### src/rtl/if_id_fetch_buffer_pkg.sv
// Shared types and constants for the IF/ID fetch buffer and its replay buffer.
package if_id_fetch_buffer_pkg;

  localparam int ADDR_W = 32;
  localparam int INST_W = 32;
  localparam logic [INST_W-1:0] NOP_INST_DEF = 32'h0000_0000;

  // Bit positions inside the CTRL stall vector
  localparam int STALL_IF = 1;
  localparam int STALL_ID = 2;

  typedef enum logic {
    BUF_EMPTY = 1'b0,
    BUF_FULL  = 1'b1
  } buf_state_t;

endpackage

### src/rtl/if_id_fetch_buffer_if.sv
// Bundle of CTRL/PC-stage inputs and ID-stage/debug outputs of the fetch buffer.
interface if_id_fetch_buffer_if #(parameter int CNT_W = 32);
  import if_id_fetch_buffer_pkg::*;

  logic              flush;
  logic [4:0]        stall;
  logic [ADDR_W-1:0] if_pc;
  logic [INST_W-1:0] if_inst;
  logic              load_store_rom_i;
  logic [ADDR_W-1:0] id_pc;
  logic [INST_W-1:0] id_inst;
  logic              id_valid;
  logic [CNT_W-1:0]  bubble_cnt;
  logic [CNT_W-1:0]  conflict_cnt;

  modport master (
    output flush, stall, if_pc, if_inst, load_store_rom_i,
    input  id_pc, id_inst, id_valid, bubble_cnt, conflict_cnt
  );

  modport slave (
    input  flush, stall, if_pc, if_inst, load_store_rom_i,
    output id_pc, id_inst, id_valid, bubble_cnt, conflict_cnt
  );

endinterface

### src/rtl/if_id_fetch_buffer_replay_buf.sv
// One-entry replay buffer: keeps a fetched instruction alive across IF stalls
// and ROM conflicts, tagged with its PC.
module replay_buf
  import if_id_fetch_buffer_pkg::*;
#(
  parameter logic [INST_W-1:0] NOP_INST = NOP_INST_DEF
) (
  input  logic              clk,
  input  logic              rst,
  input  logic              flush,
  input  logic              capture,
  input  logic [ADDR_W-1:0] if_pc,
  input  logic [INST_W-1:0] if_inst,
  input  logic              load_store_rom_i,
  output logic              buf_hit,
  output logic [INST_W-1:0] buf_inst
);

  buf_state_t        state, state_nxt;
  logic [ADDR_W-1:0] buf_pc;
  logic              load;

  assign buf_hit = (state == BUF_FULL) && (buf_pc == if_pc);

  always_ff @(posedge clk or posedge rst) begin
    if (rst) begin
      state    <= BUF_EMPTY;
      buf_pc   <= '0;
      buf_inst <= NOP_INST;
    end else begin
      state <= state_nxt;
      if (load) begin
        buf_pc   <= if_pc;
        buf_inst <= if_inst;
      end
    end
  end

  always_comb begin
    state_nxt = state;
    load      = 1'b0;
    if (flush) begin
      state_nxt = BUF_EMPTY;
    end else if (!capture) begin
      // IF advances: the entry is consumed whenever ID takes a real instruction
      if (buf_hit || !load_store_rom_i) state_nxt = BUF_EMPTY;
    end else begin
      case (state)
        BUF_EMPTY: begin
          if (!load_store_rom_i) begin
            state_nxt = BUF_FULL;
            load      = 1'b1;
          end
        end
        BUF_FULL: begin
          if (!buf_hit) begin
            if (!load_store_rom_i) load = 1'b1;
            else                   state_nxt = BUF_EMPTY;
          end
        end
        default: state_nxt = BUF_EMPTY;
      endcase
    end
  end

endmodule

### src/rtl/if_id_fetch_buffer.sv
// IF/ID pipeline register with ROM-conflict replay and bubble/conflict counters.
module if_id_fetch_buffer
  import if_id_fetch_buffer_pkg::*;
#(
  parameter logic [INST_W-1:0] NOP_INST = NOP_INST_DEF,
  parameter int                CNT_W    = 32
) (
  input logic                 clk,
  input logic                 rst,
  if_id_fetch_buffer_if.slave bus
);

  logic              if_stop, id_stop, advance, id_bubble, capture;
  logic              buf_hit, src_ok;
  logic [INST_W-1:0] buf_inst, src_inst;
  logic [CNT_W-1:0]  bubble_cnt, conflict_cnt;
  logic              unused_stall;

  assign unused_stall = ^{bus.stall[4:3], bus.stall[0]};

  assign if_stop   = bus.stall[STALL_IF];
  assign id_stop   = bus.stall[STALL_ID];
  // stall[1]=0 with stall[2]=1 falls into the full-hold case
  assign advance   = !if_stop && !id_stop;
  assign id_bubble = if_stop && !id_stop;
  assign capture   = if_stop || id_stop;

  assign src_ok   = buf_hit || !bus.load_store_rom_i;
  assign src_inst = buf_hit ? buf_inst : bus.if_inst;

  replay_buf #(.NOP_INST(NOP_INST)) u_replay_buf (
    .clk              (clk),
    .rst              (rst),
    .flush            (bus.flush),
    .capture          (capture),
    .if_pc            (bus.if_pc),
    .if_inst          (bus.if_inst),
    .load_store_rom_i (bus.load_store_rom_i),
    .buf_hit          (buf_hit),
    .buf_inst         (buf_inst)
  );

  always_ff @(posedge clk or posedge rst) begin
    if (rst) begin
      bus.id_pc    <= '0;
      bus.id_inst  <= NOP_INST;
      bus.id_valid <= 1'b0;
      bubble_cnt   <= '0;
    end else if (bus.flush) begin
      bus.id_pc    <= '0;
      bus.id_inst  <= NOP_INST;
      bus.id_valid <= 1'b0;
    end else if (advance) begin
      bus.id_pc <= bus.if_pc;
      if (src_ok) begin
        bus.id_inst  <= src_inst;
        bus.id_valid <= 1'b1;
      end else begin
        bus.id_inst  <= NOP_INST;
        bus.id_valid <= 1'b0;
        bubble_cnt   <= bubble_cnt + 1'b1;
      end
    end else if (id_bubble) begin
      bus.id_inst  <= NOP_INST;
      bus.id_valid <= 1'b0;
      bubble_cnt   <= bubble_cnt + 1'b1;
    end
  end

  always_ff @(posedge clk or posedge rst) begin
    if (rst)                                     conflict_cnt <= '0;
    else if (bus.load_store_rom_i && !bus.flush) conflict_cnt <= conflict_cnt + 1'b1;
  end

  assign bus.bubble_cnt   = bubble_cnt;
  assign bus.conflict_cnt = conflict_cnt;

endmodule

### src/flat_wrapper.sv
// flat-port wrapper written by rule: the top's interface ports become plain ports
module if_id_fetch_buffer_flat import if_id_fetch_buffer_pkg::*;
#(
  parameter logic [INST_W-1:0] NOP_INST = NOP_INST_DEF,
  parameter int                CNT_W    = 32
)
  (clk, rst, bus_flush, bus_stall, bus_if_pc, bus_if_inst, bus_load_store_rom_i, bus_id_pc, bus_id_inst, bus_id_valid, bus_bubble_cnt, bus_conflict_cnt);
  if_id_fetch_buffer_if #(.CNT_W(CNT_W)) bus_i ();
  input logic clk;
  input logic rst;
  input wire logic [$bits(bus_i.flush)-1:0] bus_flush;
  input wire logic [$bits(bus_i.stall)-1:0] bus_stall;
  input wire logic [$bits(bus_i.if_pc)-1:0] bus_if_pc;
  input wire logic [$bits(bus_i.if_inst)-1:0] bus_if_inst;
  input wire logic [$bits(bus_i.load_store_rom_i)-1:0] bus_load_store_rom_i;
  output wire logic [$bits(bus_i.id_pc)-1:0] bus_id_pc;
  output wire logic [$bits(bus_i.id_inst)-1:0] bus_id_inst;
  output wire logic [$bits(bus_i.id_valid)-1:0] bus_id_valid;
  output wire logic [$bits(bus_i.bubble_cnt)-1:0] bus_bubble_cnt;
  output wire logic [$bits(bus_i.conflict_cnt)-1:0] bus_conflict_cnt;
  assign bus_i.flush = bus_flush;
  assign bus_i.stall = bus_stall;
  assign bus_i.if_pc = bus_if_pc;
  assign bus_i.if_inst = bus_if_inst;
  assign bus_i.load_store_rom_i = bus_load_store_rom_i;
  assign bus_id_pc = bus_i.id_pc;
  assign bus_id_inst = bus_i.id_inst;
  assign bus_id_valid = bus_i.id_valid;
  assign bus_bubble_cnt = bus_i.bubble_cnt;
  assign bus_conflict_cnt = bus_i.conflict_cnt;
  if_id_fetch_buffer #(.NOP_INST(NOP_INST), .CNT_W(CNT_W)) u_core (.clk(clk), .rst(rst), .bus(bus_i));
endmodule
### config.mk
export PLATFORM = sky130hd
export DESIGN_NAME = if_id_fetch_buffer_flat
export DESIGN_NICKNAME = d
export VERILOG_FILES = /design/src/rtl/if_id_fetch_buffer_pkg.sv /design/src/rtl/if_id_fetch_buffer_if.sv /design/src/rtl/if_id_fetch_buffer_replay_buf.sv /design/src/rtl/if_id_fetch_buffer.sv /design/src/flat_wrapper.sv
export SDC_FILE = /design/constraint.sdc
export NUM_CORES = 1
export LEC_CHECK = 0
export BUFFER_PORTS_ARGS = -buffer_cell sky130_fd_sc_hd__buf_2
export CORE_UTILIZATION = 40
export DETAILED_ROUTE_END_ITERATION = 12
export PLACE_DENSITY = 0.65
export SLEW_MARGIN = 10
export SYNTH_ARGS = -nofsm -noshare
export SYNTH_HDL_FRONTEND = slang
export SYNTH_HIERARCHICAL = 1
export SYNTH_SLANG_ARGS = --single-unit
export TNS_END_PERCENT = 100
### constraint.sdc
create_clock -name clk -period 5.7 [get_ports clk]
set_input_delay 0.285 -clock clk [delete_from_list [all_inputs] [get_ports clk]]
set_output_delay 0.285 -clock clk [all_outputs]
set_load 0.03 [all_outputs]
[After elaboration in Yosys (flattened, before gate mapping)]
Index checks and enable logic that the tools add are counted.
Storage, ports and cells
  register bits: 194
  input port bits: 73
  output and inout bits: 129
Operators by class
  add/subtract/negate cells: 2
  eq/ne operators: 2
  mux-type cells: 24
  bitwise logic cells: 2
  reduce and logical (&&, ||, !) cells: 15
Operators with widths (count)
  $mux 32: 10
  $add 32x1->32 const B: 2
  $eq 32x32->1: 1
  $mux 1: 12
  $reduce_bool 3->1: 2
  $logic_and 1x1->1: 4
  $logic_not 1->1: 4
  $pmux 1 s2: 2
  $reduce_bool 2->1: 2
  $reduce_and 3->1: 1
  $logic_or 1x1->1: 2
  $ne 2x2->1 const B: 1
  $not 1->1: 2

[Longest topological paths before layout]
  word-level depth: 6
  gate-level depth with buffers: 10

[Modules after synthesis]
Netlist, hierarchy kept.
By module, submodules not included
  if_id_fetch_buffer: times used 1, cells an instance 522, area each 5536.6 sq um, sequential area each 3228.1 sq um
  replay_buf: times used 1, cells an instance 204, area each 2977.9 sq um, sequential area each 1626.6 sq um

[Worst setup path before layout]
No wires, ideal clock.
  path kind: register to register
  from: reg u_core.u_replay_buf.buf_pc[27]
  to: reg u_core.bubble_cnt[16], in the netlist u_core/bus.bubble_cnt[16]
  library setup time: 136 ps
  data arrival time: 2824 ps
  slack: 2739 ps
  cell stages (with the launch flop): 11
  path buffers: 1
  clock period less this slack: 2961 ps
  cells stage by stage: dfrtp_1 -> xor2_1 -> or4b_1 -> nor4_4 -> and3_1 -> clkbuf_1 -> nor2b_1 -> o211ai_1 -> nor2_1 -> and3_1 -> xor2_1
Between the ends
  word-level cells in the longest chain between the ends: 5
RTL lines
  start, declared: line if_id_fetch_buffer_replay_buf.sv:20  | logic [ADDR_W-1:0] buf_pc;
  start signal, assigned: line if_id_fetch_buffer_replay_buf.sv:33  | buf_pc <= if_pc;
  $eq 32x32->1: line if_id_fetch_buffer_replay_buf.sv:23  | assign buf_hit = (state == BUF_FULL) && (buf_pc == if_pc);
  $logic_and 1x1->1: line if_id_fetch_buffer_replay_buf.sv:23
  net u_core.buf_hit: line if_id_fetch_buffer.sv:14  | logic buf_hit, src_ok;
  $logic_or 1x1->1: line if_id_fetch_buffer.sv:28  | assign src_ok = buf_hit || !bus.load_store_rom_i;
  $ne 2x2->1 (no source line)
  $reduce_and 3->1 (no source line)
  end signal, assigned: line if_id_fetch_buffer.sv:61  | bubble_cnt <= bubble_cnt + 1'b1;
  end signal, assigned: line if_id_fetch_buffer.sv:66  | bubble_cnt <= bubble_cnt + 1'b1;
  end, declared: line if_id_fetch_buffer.sv:16  | logic [CNT_W-1:0] bubble_cnt, conflict_cnt;
The timed path passes the listed nets, and every way through them passes these cells.
A chain may end at the register's enable or synchronous reset.

[Worst setup path after layout]
  from: reg u_core.u_replay_buf.buf_pc[0]
  to: reg u_core.bubble_cnt[16], in the netlist u_core/bus.bubble_cnt[16]
Same word-level chain as after synthesis.

==> key figures <==
Run status
  – Outcome: complete, no violations

Routing
  – Drt initial violations: 240
  – Drt first pass iters: 4
  – Via count: 6,056
  – Post-DR wirelength/cell: 15.94 um
  – Vias per Instance: 4.993
  – Wire length after detailed routing: 19,330 um
  – DRC viols: 0
  – Post-route ant nets: 0

Floorplan
  – Die H: 147.9 um
  – IO Pins: 202
  – Initial standard-cell utilization of the core: 40.63%
  – Die span in x: 147.9 um
  – Placement row count: 53
  – Overall die area: 21,870 um2
  – Core area: 20,960 um2

Global routing
  – Vias in the first global route: 5,933
  – Congestion Overflow GR: 0
  – First-pass GRT wire length: 31,610 um
  – Antenna violations before repair: 2
  – Overall Global Routing Usage: 18.44%
  – Maximum number of pins on one net before global-route repair: 85

Setup path
  – Required time of the critical path: 6010 ps
  – Critical path endpoint category: register
  – Reg-to-Reg End: u_core/bus.bubble_cnt[16]$_DFFE_PP0P_
  – Worst reg2reg path startpoint: u_core/u_replay_buf/buf_pc[0]$_DFFE_PP0P_
  – Register-to-register setup slack: 2470 ps
  – Critical Setup Path Class: reg2reg
  – WP data arrival: 3550 ps
  – Worst setup startpoint: u_core/u_replay_buf/buf_pc[0]$_DFFE_PP0P_
  – Largest fanout on the critical path: 7
  – Worst setup SP type: register
  – Logic depth of the worst register-to-register path: 9

STA
  – Final Skew: 13.10 ps
  – Hold WS: 87.81 ps
  – PnR worst setup slack: 2467 ps
  – Achievable clock frequency: 0.3094 GHz
  – Period utilisation layout: 56.71%
  – Total setup violations reported at the end of the flow: 0
  – Worst-margin pin slew: 1067 ps
  – Total negative slack for setup checks: 0 ps
  – Final-report hold violation count: 0
  – Unrepaired setup endpoints after global routing: false
  – Fin crit period: 3233 ps
  – Count of pins over their slew limit: 0
  – Max-slew headroom: 28.84%

Finish
  – Final cell count without fillers: 1,213
  – Commonest cells after routing, fill and taps aside: sky130_fd_sc_hd__buf_2 (198), sky130_fd_sc_hd__dfrtp_1 (194), sky130_fd_sc_hd__nand2_1 (128), sky130_fd_sc_hd__xnor2_1 (71), sky130_fd_sc_hd__mux2_2 (60)
  – Nets: 998
  – Share of post-route cells with drive strength above 1: 33.76%
  – Fin area: 10,390 um2
  – Relative area change from synthesis to final layout: 22.03%
  – Layout fillers: 1,989
  – Most common library cell in the layout ignoring fill and taps: sky130_fd_sc_hd__buf_2

Synth
  – Largest area contributor in the netlist: sky130_fd_sc_hd__dfrtp_1
  – Top-area cell type share of the netlist area: 57.02%
  – Distinct cell type count of the synthesized netlist: 39
  – Part of the Yosys area used for sequential elements: 57.02%
  – Post-Synthesis Mean Instance Area: 11.73 um2
  – Synth Net Count: 801
  – Area of the mapped netlist: 8514 um2
  – Number of cells produced by synthesis: 726
  – Number of warnings printed during yosys synthesis: 6
  – Main area contributors after synthesis: sky130_fd_sc_hd__dfrtp_1 (57%), sky130_fd_sc_hd__mux2_2 (7.9%), sky130_fd_sc_hd__xnor2_1 (7.3%)
  – Number of register bits inferred by synthesis: 194

Place
  – Placement-stage cell area: 9779 um2
  – Worst setup slack before clock tree synthesis: 2419 ps
  – Gp weighted congestion: 0.8382
  – HPWL after DPL: 13,170 um
  – Input/output buffers: 198
  – Number of instances in the placed design: 1,178

Clock network
  – Total setup buffers inserted after CTS: 0
  – Max H-tree Level: 4
  – Root Buffer: sky130_fd_sc_hd__clkbuf_16
  – Worst skew pair latency: 430 ps
  – Number of clock buffers inserted by TritonCTS: 17
  – Clock tree from TritonCTS: built
  – Deepest clock path buffer count: 2
  – Clock slew seen by the registers of the worst setup and hold paths: 80 ps
  – Clock sink total: 194

Power
  – Clock group share of total power: 36.0%
  – Net switching fraction of the power: 29.91%
  – Sequential share of power: 48.1%
  – NetSw: 0.001006 W
  – Internal cell power: 0.002358 W
  – Power per cell area: 323.8 nW/um2
  – Relative contribution of combinational cells to total power: 16.0%
  – Leak Pwr: 4.920 nW
  – Worst VDD drop: 0.2187 mV

Worst hold path
  – Worst hold stages: 2
  – Worst hold path type: in2reg
  – Worst hold endpoint: u_core/u_replay_buf/buf_inst[21]$_DFFE_PP0P_
  – Hold path start: bus_if_inst[21]

Flow run
  – Number of max-cap violations: 0
[power groups by stage]
stage / combinational [W] / sequential (W) / clock [W]
after global routing: 0.000584 / 0.00164 / 0.00129
after global placement: 0.000536 / 0.00164 / 0
final: 0.000537 / 0.00162 / 0.00121
after CTS: 0.000544 / 0.00162 / 0.00125
after detailed placement: 0.000541 / 0.00164 / 0
after floorplan: 0.000273 / 0.00173 / 0
[state kept, by name, summed over array words and instances (netlist names)]
register / cells
u_core/bus.bubble_cnt: 32
u_core/bus.id_valid: 1
u_core/bus.id_inst: 32
u_core/u_replay_buf/state: 1
u_core/bus.conflict_cnt: 32
u_core/u_replay_buf/buf_pc: 32
u_core/u_replay_buf/buf_inst: 32
u_core/bus.id_pc: 32
[what timing repair did]
action / in CTS / in global routing
resized for setup: 0 / 0
endpoints found under the setup margin: 0 / 0
hold buffers: 1 / 0
endpoints found under the hold margin: 45 / 0
[metal layers]
metal / vias to the layer above / part of all wire [%] / GRT usage, %
li1: 2887 / - / -
met1: 2998 / 48 / 25.54
met2: 155 / 46 / 28.37
met3: 16 / 5.9 / 4.599
met4: 0 / 0.96 / 5.722
met5: - / 0 / 0
[cells by family after synthesis]
| kind of cell | after synthesis | share of synthesized area, % |
|---|---|---|
| and+or+nand+nor | 235 | 13.92 |
| buffers and inverters | 34 | 2.131 |
| adders and majority gates | 2 | 0.2939 |
| muxes | 98 | 12.76 |
| xor gates and xnor gates | 95 | 9.772 |
| AOI/OAI and AO/OA | 68 | 4.115 |
| DFF | 194 | 57.02 |
[how the worst max path moves through the flow]
stage                                            endpoint  slack [ps]  depth (start not counted)
floorplan            u_core/bus.bubble_cnt[0]$_DFFE_PP0P_        1970                          1
global placement    u_core/bus.bubble_cnt[16]$_DFFE_PP0P_        2430                         10
detailed placement  u_core/bus.bubble_cnt[16]$_DFFE_PP0P_        2420                         10
CTS                 u_core/bus.bubble_cnt[16]$_DFFE_PP0P_        2450                          9
global route        u_core/bus.bubble_cnt[16]$_DFFE_PP0P_        2260                          9
finish              u_core/bus.bubble_cnt[16]$_DFFE_PP0P_        2470                          9
[area by class of cell]
type	instances	area (um2)	share of cell area (%)
inverter	5	23.77	0.2288
tap	275	344.1	3.312
clock buffer	18	429.2	4.131
sequential	194	4855	46.72
clock inverter	14	166.4	1.602
timing repair buffer	207	1074	10.33
multi-input combinational	498	3493	33.62
antenna	2	5.005	0.04817
[Yosys cell counts, drive strengths merged]
library cell,count
a31oi,1
or4,5
nor2b,3
buf,9
nand2b,3
nand4b,1
or4b,2
inv,4
nand3,16
nor4,3
mux2,66
o21ai,34
and4,5
nor2,14
and3b,1
nor3,9
xnor2,71
xor2,24
nor4b,1
nand2,128
and3,10
nor4bb,3
a21oi,32
ha,2
clkbuf,20
dfrtp,194
o211ai,1
mux2i,32
or3,2
nand4,28
or2,1
clkinv,1
[through the flow]
| stage | util, % | total power, W |
|---|---|---|
| detailed placement | 46.67 | 0.002185 |
| finish | 49.58 | 0.003364 |
| global placement | 46.67 | 0.002172 |
| global route | 49.57 | 0.003515 |
| floorplan | - | 0.002004 |
| CTS | 49.56 | 0.003409 |
[worst max-delay path, cell delays in order (launching register included)]
cell and delay, ps:
sky130_fd_sc_hd__dfrtp_1 390, sky130_fd_sc_hd__xnor2_1 280, sky130_fd_sc_hd__or4b_1 520, sky130_fd_sc_hd__nor4_4 310
sky130_fd_sc_hd__and3_2 250, sky130_fd_sc_hd__nor2b_1 80, sky130_fd_sc_hd__o211ai_1 640, sky130_fd_sc_hd__nor2_1 250
sky130_fd_sc_hd__and3_1 260, sky130_fd_sc_hd__xor2_1 130
(Power assumes the default switching activity.)
